==> config.mk <==
export PLATFORM = sky130hd
export DESIGN_NAME = flap_game_ctrl_flat
export DESIGN_NICKNAME = d
export VERILOG_FILES = /design/src/rtl/flap_game_ctrl_pkg.sv /design/src/rtl/flap_game_ctrl_if.sv /design/src/rtl/flap_game_ctrl_player_physics.sv /design/src/rtl/flap_game_ctrl.sv /design/src/flat_wrapper.sv
export SDC_FILE = /design/constraint.sdc
export NUM_CORES = 1
export LEC_CHECK = 0
export BUFFER_PORTS_ARGS = -buffer_cell sky130_fd_sc_hd__buf_2
export CAP_MARGIN = 20
export CELL_PAD_IN_SITES_DETAIL_PLACEMENT = 0
export CELL_PAD_IN_SITES_GLOBAL_PLACEMENT = 1
export CORE_MARGIN = 3
export CORE_UTILIZATION = 43
export DETAILED_ROUTE_END_ITERATION = 10
export MAX_ROUTING_LAYER = met4
export PLACE_DENSITY = 0.79
export SYNTH_ARGS = -nofsm -noshare
export SYNTH_HDL_FRONTEND = slang
export SYNTH_SLANG_ARGS = --single-unit
==> constraint.sdc <==
create_clock -name clk -period 7.3 [get_ports clk]
set_clock_uncertainty 0.2 [all_clocks]
set_input_delay 0 -clock clk [delete_from_list [all_inputs] [get_ports clk]]
set_output_delay 0 -clock clk [all_outputs]
set_load 0.01 [all_outputs]
==> src/rtl/flap_game_ctrl_pkg.sv <==
// Shared game definitions for the player controller and the renderer:
// state encoding, datapath widths, physics constants and screen limits.
package flap_game_ctrl_pkg;

    localparam int HEIGHT_W   = 9;
    localparam int VEL_W      = 5;
    localparam int SCORE_W    = 10;
    localparam int OVER_CNT_W = 7;

    localparam logic [HEIGHT_W-1:0]   START_HEIGHT = 9'd200;
    localparam logic [HEIGHT_W-1:0]   TOP_LIMIT    = 9'd10;
    localparam logic [HEIGHT_W-1:0]   BOTTOM_LIMIT = 9'd420;
    localparam logic signed [VEL_W-1:0] GRAVITY    = 5'sd1;
    localparam logic signed [VEL_W-1:0] FLAP_VEL   = 5'sd7;
    localparam logic signed [VEL_W-1:0] MAX_FALL   = 5'sd8;
    localparam logic [OVER_CNT_W-1:0] OVER_FRAMES  = 7'd120;
    localparam logic [SCORE_W-1:0]    SCORE_MAX    = 10'd999;

    typedef enum logic [1:0] {
        ST_IDLE = 2'd0,
        ST_PLAY = 2'd1,
        ST_OVER = 2'd2
    } game_state_t;

    function automatic logic [SCORE_W-1:0] score_sat_inc(input logic [SCORE_W-1:0] cur);
        if (cur >= SCORE_MAX) begin
            return SCORE_MAX;
        end else begin
            return cur + 10'd1;
        end
    endfunction

    // Screen y grows downward, so "too high" is a small height value.
    function automatic logic is_dead(input logic [HEIGHT_W-1:0] h);
        return (h < TOP_LIMIT) || (h > BOTTOM_LIMIT);
    endfunction

endpackage

==> src/rtl/flap_game_ctrl_if.sv <==
// Player-controller bus: frame/button event pulses in, sprite and game status out.
interface flap_game_ctrl_if;
    import flap_game_ctrl_pkg::*;

    logic                tick;
    logic                start;
    logic                flap;
    logic                pass_pipe;
    logic                player_en;
    logic [HEIGHT_W-1:0] height;
    logic [1:0]          game_state;
    logic [SCORE_W-1:0]  score;
    logic                game_over;

    modport master (
        output tick, start, flap, pass_pipe,
        input  player_en, height, game_state, score, game_over
    );

    modport slave (
        input  tick, start, flap, pass_pipe,
        output player_en, height, game_state, score, game_over
    );

endinterface

==> src/rtl/flap_game_ctrl_player_physics.sv <==
// Vertical physics of the player sprite: velocity and height registers,
// flap latch, and the clamped per-tick position update.
module flap_game_ctrl_player_physics
    import flap_game_ctrl_pkg::*;
(
    input  logic                clk,
    input  logic                rst,
    input  logic                load,
    input  logic                run,
    input  logic                tick,
    input  logic                flap,
    output logic [HEIGHT_W-1:0] height
);

    logic signed [VEL_W-1:0]  vel_r;
    logic signed [VEL_W-1:0]  vel_next_s;
    logic signed [VEL_W:0]    vel_inc_s;
    logic signed [HEIGHT_W:0] sum_s;
    logic [HEIGHT_W-1:0]      height_r;
    logic [HEIGHT_W-1:0]      height_next_s;
    logic                     flap_latch_r;

    // Next velocity (flap or capped gravity) and clamped next height.
    always_comb begin
        vel_inc_s = {vel_r[VEL_W-1], vel_r} + {GRAVITY[VEL_W-1], GRAVITY};
        if (flap_latch_r || flap) begin
            vel_next_s = -FLAP_VEL;
        end else if (vel_inc_s > $signed({MAX_FALL[VEL_W-1], MAX_FALL})) begin
            vel_next_s = MAX_FALL;
        end else begin
            vel_next_s = vel_inc_s[VEL_W-1:0];
        end
        sum_s = $signed({1'b0, height_r})
              + $signed({{(HEIGHT_W+1-VEL_W){vel_next_s[VEL_W-1]}}, vel_next_s});
        // A 10-bit signed sum can never exceed 511, so only the floor needs clamping.
        if (sum_s < 10'sd0) begin
            height_next_s = 9'd0;
        end else begin
            height_next_s = sum_s[HEIGHT_W-1:0];
        end
    end

    // Physics state: parked at the start position, stepped on ticks, or frozen.
    always_ff @(posedge clk) begin
        if (rst || load) begin
            vel_r        <= 5'sd0;
            height_r     <= START_HEIGHT;
            flap_latch_r <= 1'b0;
        end else if (run) begin
            if (tick) begin
                vel_r        <= vel_next_s;
                height_r     <= height_next_s;
                flap_latch_r <= 1'b0;
            end else if (flap) begin
                flap_latch_r <= 1'b1;
            end
        end
    end

    assign height = height_r;

endmodule

==> src/rtl/flap_game_ctrl.sv <==
// Per-frame game sequencer: IDLE/PLAY/OVER state machine, bounds check,
// score counter and game-over timeout around the player physics block.
module flap_game_ctrl
    import flap_game_ctrl_pkg::*;
(
    input  logic             clk,
    input  logic             rst,
    flap_game_ctrl_if.slave  bus
);

    game_state_t             state_r;
    game_state_t             state_next_s;
    logic [OVER_CNT_W-1:0]   over_cnt_r;
    logic [SCORE_W-1:0]      score_r;
    logic                    player_en_r;
    logic                    game_over_r;
    logic                    go_over_s;
    logic                    dead_s;
    logic                    load_s;
    logic                    run_s;
    logic [HEIGHT_W-1:0]     height_s;

    assign dead_s = is_dead(height_s);
    // Park physics throughout IDLE, including the edge that enters it.
    assign load_s = (state_r == ST_IDLE) || (state_next_s == ST_IDLE);
    assign run_s  = (state_r == ST_PLAY) && !dead_s;

    flap_game_ctrl_player_physics u_physics (
        .clk    (clk),
        .rst    (rst),
        .load   (load_s),
        .run    (run_s),
        .tick   (bus.tick),
        .flap   (bus.flap),
        .height (height_s)
    );

    // Game state register.
    always_ff @(posedge clk) begin
        if (rst) begin
            state_r <= ST_IDLE;
        end else begin
            state_r <= state_next_s;
        end
    end

    // Next-state decode and game-over event.
    always_comb begin
        state_next_s = state_r;
        go_over_s    = 1'b0;
        case (state_r)
            ST_IDLE: begin
                if (bus.start) begin
                    state_next_s = ST_PLAY;
                end else begin
                    state_next_s = ST_IDLE;
                end
            end
            ST_PLAY: begin
                if (dead_s) begin
                    state_next_s = ST_OVER;
                    go_over_s    = 1'b1;
                end else begin
                    state_next_s = ST_PLAY;
                end
            end
            ST_OVER: begin
                if (over_cnt_r == OVER_FRAMES) begin
                    state_next_s = ST_IDLE;
                end else begin
                    state_next_s = ST_OVER;
                end
            end
            default: begin
                state_next_s = ST_IDLE;
            end
        endcase
    end

    // Frame counter for the OVER screen; idle at zero outside OVER.
    always_ff @(posedge clk) begin
        if (rst) begin
            over_cnt_r <= 7'd0;
        end else if (state_r != ST_OVER) begin
            over_cnt_r <= 7'd0;
        end else if (bus.tick && (over_cnt_r != OVER_FRAMES)) begin
            over_cnt_r <= over_cnt_r + 7'd1;
        end
    end

    // Score: cleared when a game starts, counts cleared obstacles only in PLAY.
    always_ff @(posedge clk) begin
        if (rst) begin
            score_r <= 10'd0;
        end else if ((state_r == ST_IDLE) && bus.start) begin
            score_r <= 10'd0;
        end else if ((state_r == ST_PLAY) && bus.pass_pipe) begin
            score_r <= score_sat_inc(score_r);
        end
    end

    // Registered status outputs aligned with the state register.
    always_ff @(posedge clk) begin
        if (rst) begin
            player_en_r <= 1'b0;
            game_over_r <= 1'b0;
        end else begin
            player_en_r <= (state_next_s == ST_PLAY);
            game_over_r <= go_over_s;
        end
    end

    assign bus.player_en  = player_en_r;
    assign bus.height     = height_s;
    assign bus.game_state = state_r;
    assign bus.score      = score_r;
    assign bus.game_over  = game_over_r;

endmodule

==> src/flat_wrapper.sv <==
// flat-port wrapper written by rule: the top's interface ports become plain ports
module flap_game_ctrl_flat import flap_game_ctrl_pkg::*;
  (clk, rst, bus_tick, bus_start, bus_flap, bus_pass_pipe, bus_player_en, bus_height, bus_game_state, bus_score, bus_game_over);
  flap_game_ctrl_if bus_i ();
  input  logic clk;
  input  logic rst;
  input wire logic [$bits(bus_i.tick)-1:0] bus_tick;
  input wire logic [$bits(bus_i.start)-1:0] bus_start;
  input wire logic [$bits(bus_i.flap)-1:0] bus_flap;
  input wire logic [$bits(bus_i.pass_pipe)-1:0] bus_pass_pipe;
  output wire logic [$bits(bus_i.player_en)-1:0] bus_player_en;
  output wire logic [$bits(bus_i.height)-1:0] bus_height;
  output wire logic [$bits(bus_i.game_state)-1:0] bus_game_state;
  output wire logic [$bits(bus_i.score)-1:0] bus_score;
  output wire logic [$bits(bus_i.game_over)-1:0] bus_game_over;
  assign bus_i.tick = bus_tick;
  assign bus_i.start = bus_start;
  assign bus_i.flap = bus_flap;
  assign bus_i.pass_pipe = bus_pass_pipe;
  assign bus_player_en = bus_i.player_en;
  assign bus_height = bus_i.height;
  assign bus_game_state = bus_i.game_state;
  assign bus_score = bus_i.score;
  assign bus_game_over = bus_i.game_over;
  flap_game_ctrl u_core (.clk(clk), .rst(rst), .bus(bus_i));
endmodule
==> impl_metrics.csv, run 1 <==
group,metric,value,unit
cts,clockRootBuffer,"sky130_fd_sc_hd__clkbuf_8",
cells_and_area,final_cell_count_no_fill,365,
setup_path,launch_point_of_the_worst_reg_to_reg_path,"u_core.u_physics.vel_r[0]",
timing,rsz0062_at_grt,"no",
global_routing,groute.usage.overall,18.0,%
pwr,power,396,uW
timing,finalSetupViolations,0,
synthesis,synth.top_cells.by_area,"sky130_fd_sc_hd__dfxtp_1, sky130_fd_sc_hd__ha_1, sky130_fd_sc_hd__a21oi_1",
min_path,number_of_stages_on_the_worst_hold_path,2,
synthesis,seq_cells_post_synth,36,
cts,cts.reportedPaths.clkPinSlew,0.07,ns
min_path,holdCritPathClass,"reg2reg",
cells_and_area,insertedDiodeCount,0,
detailed_routing,drtAntennaViolNets,0,
global_routing,grt_pass1_wl,8470,microns
timing,min_period_over_period,46.8,%
synthesis,synth.distinct_cells,54,
place,io_buffers,28,
synthesis,most_used_flip_flop_cell_after_synthesis,"sky130_fd_sc_hd__dfxtp_1",
pwr,peakVddDrop,0.000101,V
timing,finalSetupTns,0,ns
synthesis,synth_area_leader,"sky130_fd_sc_hd__dfxtp_1",
setup_path,critical_path_arrival,3.38,ns
run,max_cap_viol_count,0,
floorplan,ioPinCount,29,
setup_path,critPathKind,"reg2reg",
min_path,hold_path.startpoint,"u_core.u_physics.flap_latch_r",
floorplan,number_of_cell_rows,25,
detailed_routing,routed_wire_length_per_instance,13.3,microns
floorplan,die_area,5900,sq um
timing,timing.final.hold_violations,0,
timing,final.min_clock_period,3.42,ns
synthesis,synth_top_area_share,33.4,%
timing,timing.max_slew.rel_slack,46.0,%
detailed_routing,number_of_detailed_route_iterations_in_the_first_pass,4,
synthesis,postSynthNetCount,287,
synthesis,synth_enable_flop_cells,0,
setup_path,regToRegEndpoint,"u_core.u_physics.height[8]",
place,place.detailed.instances,353,
cts,postCtsSetupRepairBufs,0,
pwr,power_density,160,nW/um^2
synthesis,syn-cell-area,2160,sq um
synthesis,yosys-top-cells-count,"sky130_fd_sc_hd__dfxtp_1, sky130_fd_sc_hd__nor2_1, sky130_fd_sc_hd__a21oi_1",
global_routing,gr-total-overflow,0,
synthesis,post_synth_inst_count,266,
global_routing,pin_count_of_the_biggest_net_entering_global_routing,12,
place,place_hpwl,3640,microns
cts,tritoncts,"yes",
global_routing,first_global_vias,1827,
floorplan,core-area,4790,sq um
setup_path,setup.reg_to_reg.worst_slack,3.88,ns
timing,peak_freq,0.292,GHz
synthesis,syn-mean-instance-area,8.10,sq um
min_path,hold_critical_path_endpoint,"u_core.u_physics.flap_latch_r",
cells_and_area,layout.nets,319,
synthesis,synth_async_sr_flop_share,0,%
cts,cts_inserted_buffers,5,
setup_path,crit_path_max_fo,7,
timing,tightestPinTransition,0.804,ns
global_routing,grt_antenna_before_repair,0,
setup_path,start_kind,"flip-flop",
cts,cts_max_level,2,
detailed_routing,drt_wl_total,4870,microns
cts,cts_sinks,36,
status,outcome,"finished clean",
cells_and_area,post_route_cells_drive_above_1_share,13.1,%
timing,timing_max_transition_violations_final,0,
floorplan,floorplan.die.height,76.8,microns
setup_path,setup.worst_path.end_class,"flip-flop",
floorplan,floorplan.die.width,76.8,microns
place,gp_congestion,0.806,
synthesis,post-synth-top-count-cell,"sky130_fd_sc_hd__dfxtp_1",
cells_and_area,flow.area_growth_from_synthesis,14.5,%
cts,clkLatencyLatePin,0.28,ns
cells_and_area,final.fill_count,478,
synthesis,warnings_from_yosys,0,
detailed_routing,dr_total_vias,1971,
synthesis,synth.yosys.seq_area_share,33.4,%
detailed_routing,detail_route.vias_per_cell,5.40,
floorplan,floorplan.initialDensity,45.0,%
cts,max-clock-path-buffers,2,
setup_path,required,7.26,ns
setup_path,r2r.worst_path.cells,12,
detailed_routing,detail_route.drc_violations,0,
cts,cts-resized-gates,0,
detailed_routing,dr.first_iter.drc_count,126,
pwr,static-leakage-power,0.939,nW
## routing by layer
metal | track usage [%] | vias up | part of all wire [%] | wire length [microns]
met1 | 23.6 | 904 | 50 | 2450
met5 | - | - | 0 | 0
li1 | - | 1024 | - | -
met2 | 27.0 | 36 | 45 | 2190
met4 | 7.25 | 0 | 1.4 | 66
met3 | 3.64 | 7 | 3.2 | 157
## worst max-delay path by stage
stage                                          from                         end  cells after the start  slack (ns)
after floorplan           u_core.u_physics.vel_r[0]  u_core.u_physics.height[8]                     12        4.26
after global placement    u_core.u_physics.vel_r[0]  u_core.u_physics.height[8]                     12        4.01
after detailed placement  u_core.u_physics.vel_r[0]  u_core.u_physics.height[8]                     12        3.86
after CTS                 u_core.u_physics.vel_r[0]  u_core.u_physics.height[8]                     12        3.85
after global routing      u_core.u_physics.vel_r[0]  u_core.u_physics.height[8]                     12        3.55
final                     u_core.u_physics.vel_r[0]  u_core.u_physics.height[8]                     12        3.88
## final cells by class
cell class,instances,area [sq um],area share (%)
multi-input cells,208,1340,54.4
inverters,14,52.6,2.13
repair buffers,33,190,7.70
well taps,67,83.8,3.40
clock inverters,1,5.00,0.203
flip-flops and latches,36,721,29.2
clock buffers,6,72.6,2.94
## layout by cell type (no fill, tap or decap), types with 3 or more instances in the layout
cell type | netlist | routed
sky130_fd_sc_hd__xor2_1 | 6 | 6
sky130_fd_sc_hd__nand2_1 | 21 | 21
sky130_fd_sc_hd__o31ai_1 | 3 | 3
sky130_fd_sc_hd__inv_1 | 13 | 13
sky130_fd_sc_hd__ha_1 | 14 | 14
sky130_fd_sc_hd__o21ai_0 | 16 | 16
sky130_fd_sc_hd__nor3_1 | 19 | 19
sky130_fd_sc_hd__xnor2_1 | 8 | 8
sky130_fd_sc_hd__nand4_1 | 4 | 4
sky130_fd_sc_hd__buf_2 | 1 | 28
sky130_fd_sc_hd__clkbuf_8 | 0 | 5
sky130_fd_sc_hd__nor2_1 | 29 | 29
sky130_fd_sc_hd__dlygate4sd3_1 | 0 | 5
sky130_fd_sc_hd__a21oi_1 | 24 | 24
sky130_fd_sc_hd__nor2b_1 | 3 | 3
sky130_fd_sc_hd__nand3_1 | 5 | 5
sky130_fd_sc_hd__or3_1 | 3 | 3
sky130_fd_sc_hd__nand2b_1 | 6 | 6
sky130_fd_sc_hd__o2bb2ai_1 | 4 | 4
sky130_fd_sc_hd__dfxtp_1 | 36 | 36
## worst max-delay path, stage by stage, from the launching register on
cell	delay, ns
sky130_fd_sc_hd__dfxtp_1	0.41
sky130_fd_sc_hd__ha_1	0.30
sky130_fd_sc_hd__a311o_1	0.20
sky130_fd_sc_hd__a21oi_1	0.06
sky130_fd_sc_hd__a211oi_1	0.34
sky130_fd_sc_hd__nand2_1	0.15
sky130_fd_sc_hd__clkinv_1	0.09
sky130_fd_sc_hd__ha_1	0.22
sky130_fd_sc_hd__a21oi_1	0.22
sky130_fd_sc_hd__o221ai_1	0.21
sky130_fd_sc_hd__a21oi_1	0.32
sky130_fd_sc_hd__mux2i_2	0.42
sky130_fd_sc_hd__o32ai_2	0.15
## cell families after synthesis
family                     count (synthesis)  share of synthesized area, %
AOI/OAI and AO/OA                         69                          20.9
xor gates and xnor gates                  14                          5.69
adders and majority gates                 15                          9.05
buffers and inverters                     22                          4.24
DFF                                       36                          33.4
muxes                                      3                          1.57
and+or+nand+nor                          107                          25.1
## report_power, final
group / total (mW) / internal (mW) / switching (mW)
combinational: 0.0594 / 0.0245 / 0.0350
sequential: 0.204 / 0.200 / 0.00391
clock: 0.133 / 0.0649 / 0.0681
total: 0.396 / 0.289 / 0.107
## stage by stage
stage | util (%) | instance area [sq um] | setup slack, ns | hold WS [ns]
floorplan | - | 2160 | 4.26 | -0.131
global route | 51.6 | 2470 | 3.55 | 0.283
global placement | 48.9 | 2340 | 4.01 | 0.0604
finish | 51.6 | 2470 | 3.88 | 0.262
detailed placement | 48.9 | 2340 | 3.86 | 0.0663
CTS | 51.6 | 2470 | 3.85 | 0.266
## sequential cells by signal (all words and copies together), names as in the netlist
signal,flops
u_core.u_physics.height,9
u_core.over_cnt_r,7
u_core.bus.player_en,1
u_core.u_physics.flap_latch_r,1
u_core.bus.game_state,2
u_core.bus.game_over,1
u_core.u_physics.vel_r,5
u_core.bus.score,10
## what timing repair did
| item | CTS | global route |
|---|---|---|
| endpoints found under the hold margin | 11 | 0 |
| setup endpoints to repair | 0 | 0 |
| hold buffers | 5 | 0 |
(Power assumes the default switching activity.)
==> inputs of run 2 (changes only) <==
- CORE_UTILIZATION: 43 -> 42
- PLACE_DENSITY: 0.79 -> 0.77
- clock period: 7.3 -> 3.3 ns (I/O delays scaled with it)
==> impl_metrics.csv, run 2 (synthesis gave the netlist of run 1 again) <==
group,metric,value,unit
floorplan,floorplan.die.height,77.6,microns
global_routing,gr-total-overflow,0,
cells_and_area,layout.nets,325,
global_routing,first_global_vias,1846,
detailed_routing,detail_route.vias_per_cell,5.35,
floorplan,die_area,6030,sq um
timing,tightestPinTransition,0.555,ns
detailed_routing,number_of_detailed_route_iterations_in_the_first_pass,4,
place,place_hpwl,3690,microns
min_path,hold_critical_path_endpoint,"u_core.u_physics.flap_latch_r",
cells_and_area,layout_common_cells,"sky130_fd_sc_hd__dfxtp_1, sky130_fd_sc_hd__nor2_1, sky130_fd_sc_hd__buf_2",
setup_path,setup.worst_path.end_class,"flip-flop",
setup_path,start_kind,"flip-flop",
floorplan,floorplan.initialDensity,44.5,%
cts,clkLatencyLatePin,0.28,ns
setup_path,r2r.worst_path.cells,13,
setup_path,launch_point_of_the_worst_reg_to_reg_path,"u_core.u_physics.vel_r[0]",
timing,timing.max_slew.rel_slack,62.5,%
timing,peak_freq,0.325,GHz
place,gp_congestion,0.858,
timing,final.min_clock_period,3.08,ns
timing,timing.final.hold_violations,0,
timing,timing_max_transition_violations_final,0,
setup_path,required,3.26,ns
floorplan,floorplan.die.width,77.6,microns
pwr,power_density,356,nW/um^2
pwr,power,905,uW
status,outcome,"finished clean",
detailed_routing,dr.first_iter.drc_count,99,
place,dpl_cell_area,2380,sq um
cts,max-clock-path-buffers,2,
place,io_buffers,28,
cells_and_area,post_route_cells_drive_above_1_share,16.4,%
floorplan,number_of_cell_rows,25,
timing,worst_slack,0.222,ns
setup_path,critPathMaxStageDelay,0.36,ns
cells_and_area,insertedDiodeCount,0,
cts,tritoncts,"yes",
cells_and_area,mostFrequentLayoutCell,"sky130_fd_sc_hd__dfxtp_1",
floorplan,ioPinCount,29,
setup_path,critical_path_arrival,3.04,ns
setup_path,path_cells,"ha_1 > a311o_1 > a21oi_1 > a211oi_2 > nand2_1 > clkinv_1 > ha_1 > a21oi_1 > o221ai_1 > a21oi_2 > mux2i_2 > buf_4 > o32ai_2",
detailed_routing,detail_route.drc_violations,0,
place,place.detailed.instances,358,
detailed_routing,routed_wire_length_per_instance,13.0,microns
timing,min_period_over_period,93.3,%
setup_path,setup.reg_to_reg.worst_slack,0.22,ns
cells_and_area,finalCoreUtilization,52.4,%
global_routing,grt_antenna_before_repair,0,
pwr,peakVddDrop,0.000309,V
setup_path,regToRegEndpoint,"u_core.u_physics.height[8]",
min_path,hold_path.startpoint,"u_core.u_physics.flap_latch_r",
cts,cts_inserted_buffers,5,
timing,finalSetupViolations,0,
cts,cts_sinks,36,
setup_path,crit_path_top_delay_cell,"sky130_fd_sc_hd__dfxtp_1",
cts,cts.reportedPaths.clkPinSlew,0.07,ns
global_routing,groute.usage.overall,17.8,%
min_path,holdCritPathClass,"reg2reg",
global_routing,pin_count_of_the_biggest_net_entering_global_routing,12,
global_routing,grt_pass1_wl,8540,microns
pwr,static-leakage-power,0.976,nW
cells_and_area,final_cell_count_no_fill,372,
cells_and_area,finalInstanceArea,2540,sq um
place,post-place-ws,0.0190,ns
timing,rsz0062_at_grt,"yes",
cells_and_area,largest_register_ff_count,10,
cts,clockRootBuffer,"sky130_fd_sc_hd__clkbuf_8",
setup_path,crit_path_max_fo,6,
detailed_routing,drt_wl_total,4850,microns
cells_and_area,flow.area_growth_from_synthesis,17.8,%
detailed_routing,dr_total_vias,1992,
min_path,number_of_stages_on_the_worst_hold_path,2,
setup_path,critPathKind,"reg2reg",
cts,cts_max_level,2,
run,max_cap_viol_count,0,
detailed_routing,drtAntennaViolNets,0,
floorplan,core-area,4850,sq um
run 2: changes by cell type in the layout (fill, tap and decap cells not counted), sizes merged:
cell / previous run / this run
clkinv: 2 / 3
buf: 28 / 34
run 2: area by class of cell:
cell class | instances | area (sq um)
Fill cell | 491 | 2310
Multi-Input combinational cell | 208 | 1360
Sequential cell | 36 | 721
Timing Repair Buffer | 39 | 235
Tap cell | 67 | 83.8
Clock buffer | 6 | 82.6
Inverter | 14 | 52.6
Clock inverter | 2 | 10.0
run 2: power by group:
| group | switching (mW) | internal, mW |
|---|---|---|
| combinational | 0.0793 | 0.0577 |
| sequential | 0.00900 | 0.442 |
| clock | 0.150 | 0.167 |
run 2: per-stage QoR:
| step | hold WS [ns] | TNS, ns |
|---|---|---|
| final | 0.272 | 0 |
| after global routing | 0.287 | -0.212 |
| after CTS | 0.271 | 0 |
| after detailed placement | 0.0654 | 0 |
| after global placement | 0.0647 | 0 |
| after floorplan | -0.131 | 0 |
run 2: worst max path at each step:
stage	start	to	slack, ns	cells after the start
after floorplan	u_core.u_physics.vel_r[0]	u_core.u_physics.height[8]	0.26	12
after global placement	u_core.u_physics.vel_r[0]	u_core.u_physics.height[8]	0.09	11
after detailed placement	u_core.u_physics.vel_r[0]	u_core.u_physics.height[1]	0.02	12
after CTS	u_core.u_physics.vel_r[0]	u_core.u_physics.height[8]	0.09	13
after global routing	u_core.u_physics.vel_r[0]	u_core.u_physics.height[8]	-0.05	13
final	u_core.u_physics.vel_r[0]	u_core.u_physics.height[8]	0.22	13
run 2: repair_timing:
action	4_1_cts	5_1_grt
gates resized for setup	0	3
pin swaps	0	1
endpoints found under the setup margin	3	9
hold buffers	5	0
endpoints found under the hold margin	9	0
setup buffers	1	0
run 2: critical path: cells and delay by family, from the launching register on:
kind / cells / cell delay (ns)
AOI/OAI and AO/OA: 7 / 1.34
adders and majority gates: 2 / 0.50
DFF: 1 / 0.36
buffers and inverters: 2 / 0.25
muxes: 1 / 0.22
and+or+nand+nor: 1 / 0.10
run 2: per-layer routing:
layer | GRT usage [%] | vias up | part of all wire (%)
li1 | - | 1035 | -
met1 | 22.9 | 922 | 49
met2 | 27.9 | 33 | 46
met3 | 3.60 | 2 | 3.8
met4 | 5.69 | 0 | 0.74
met5 | - | - | 0
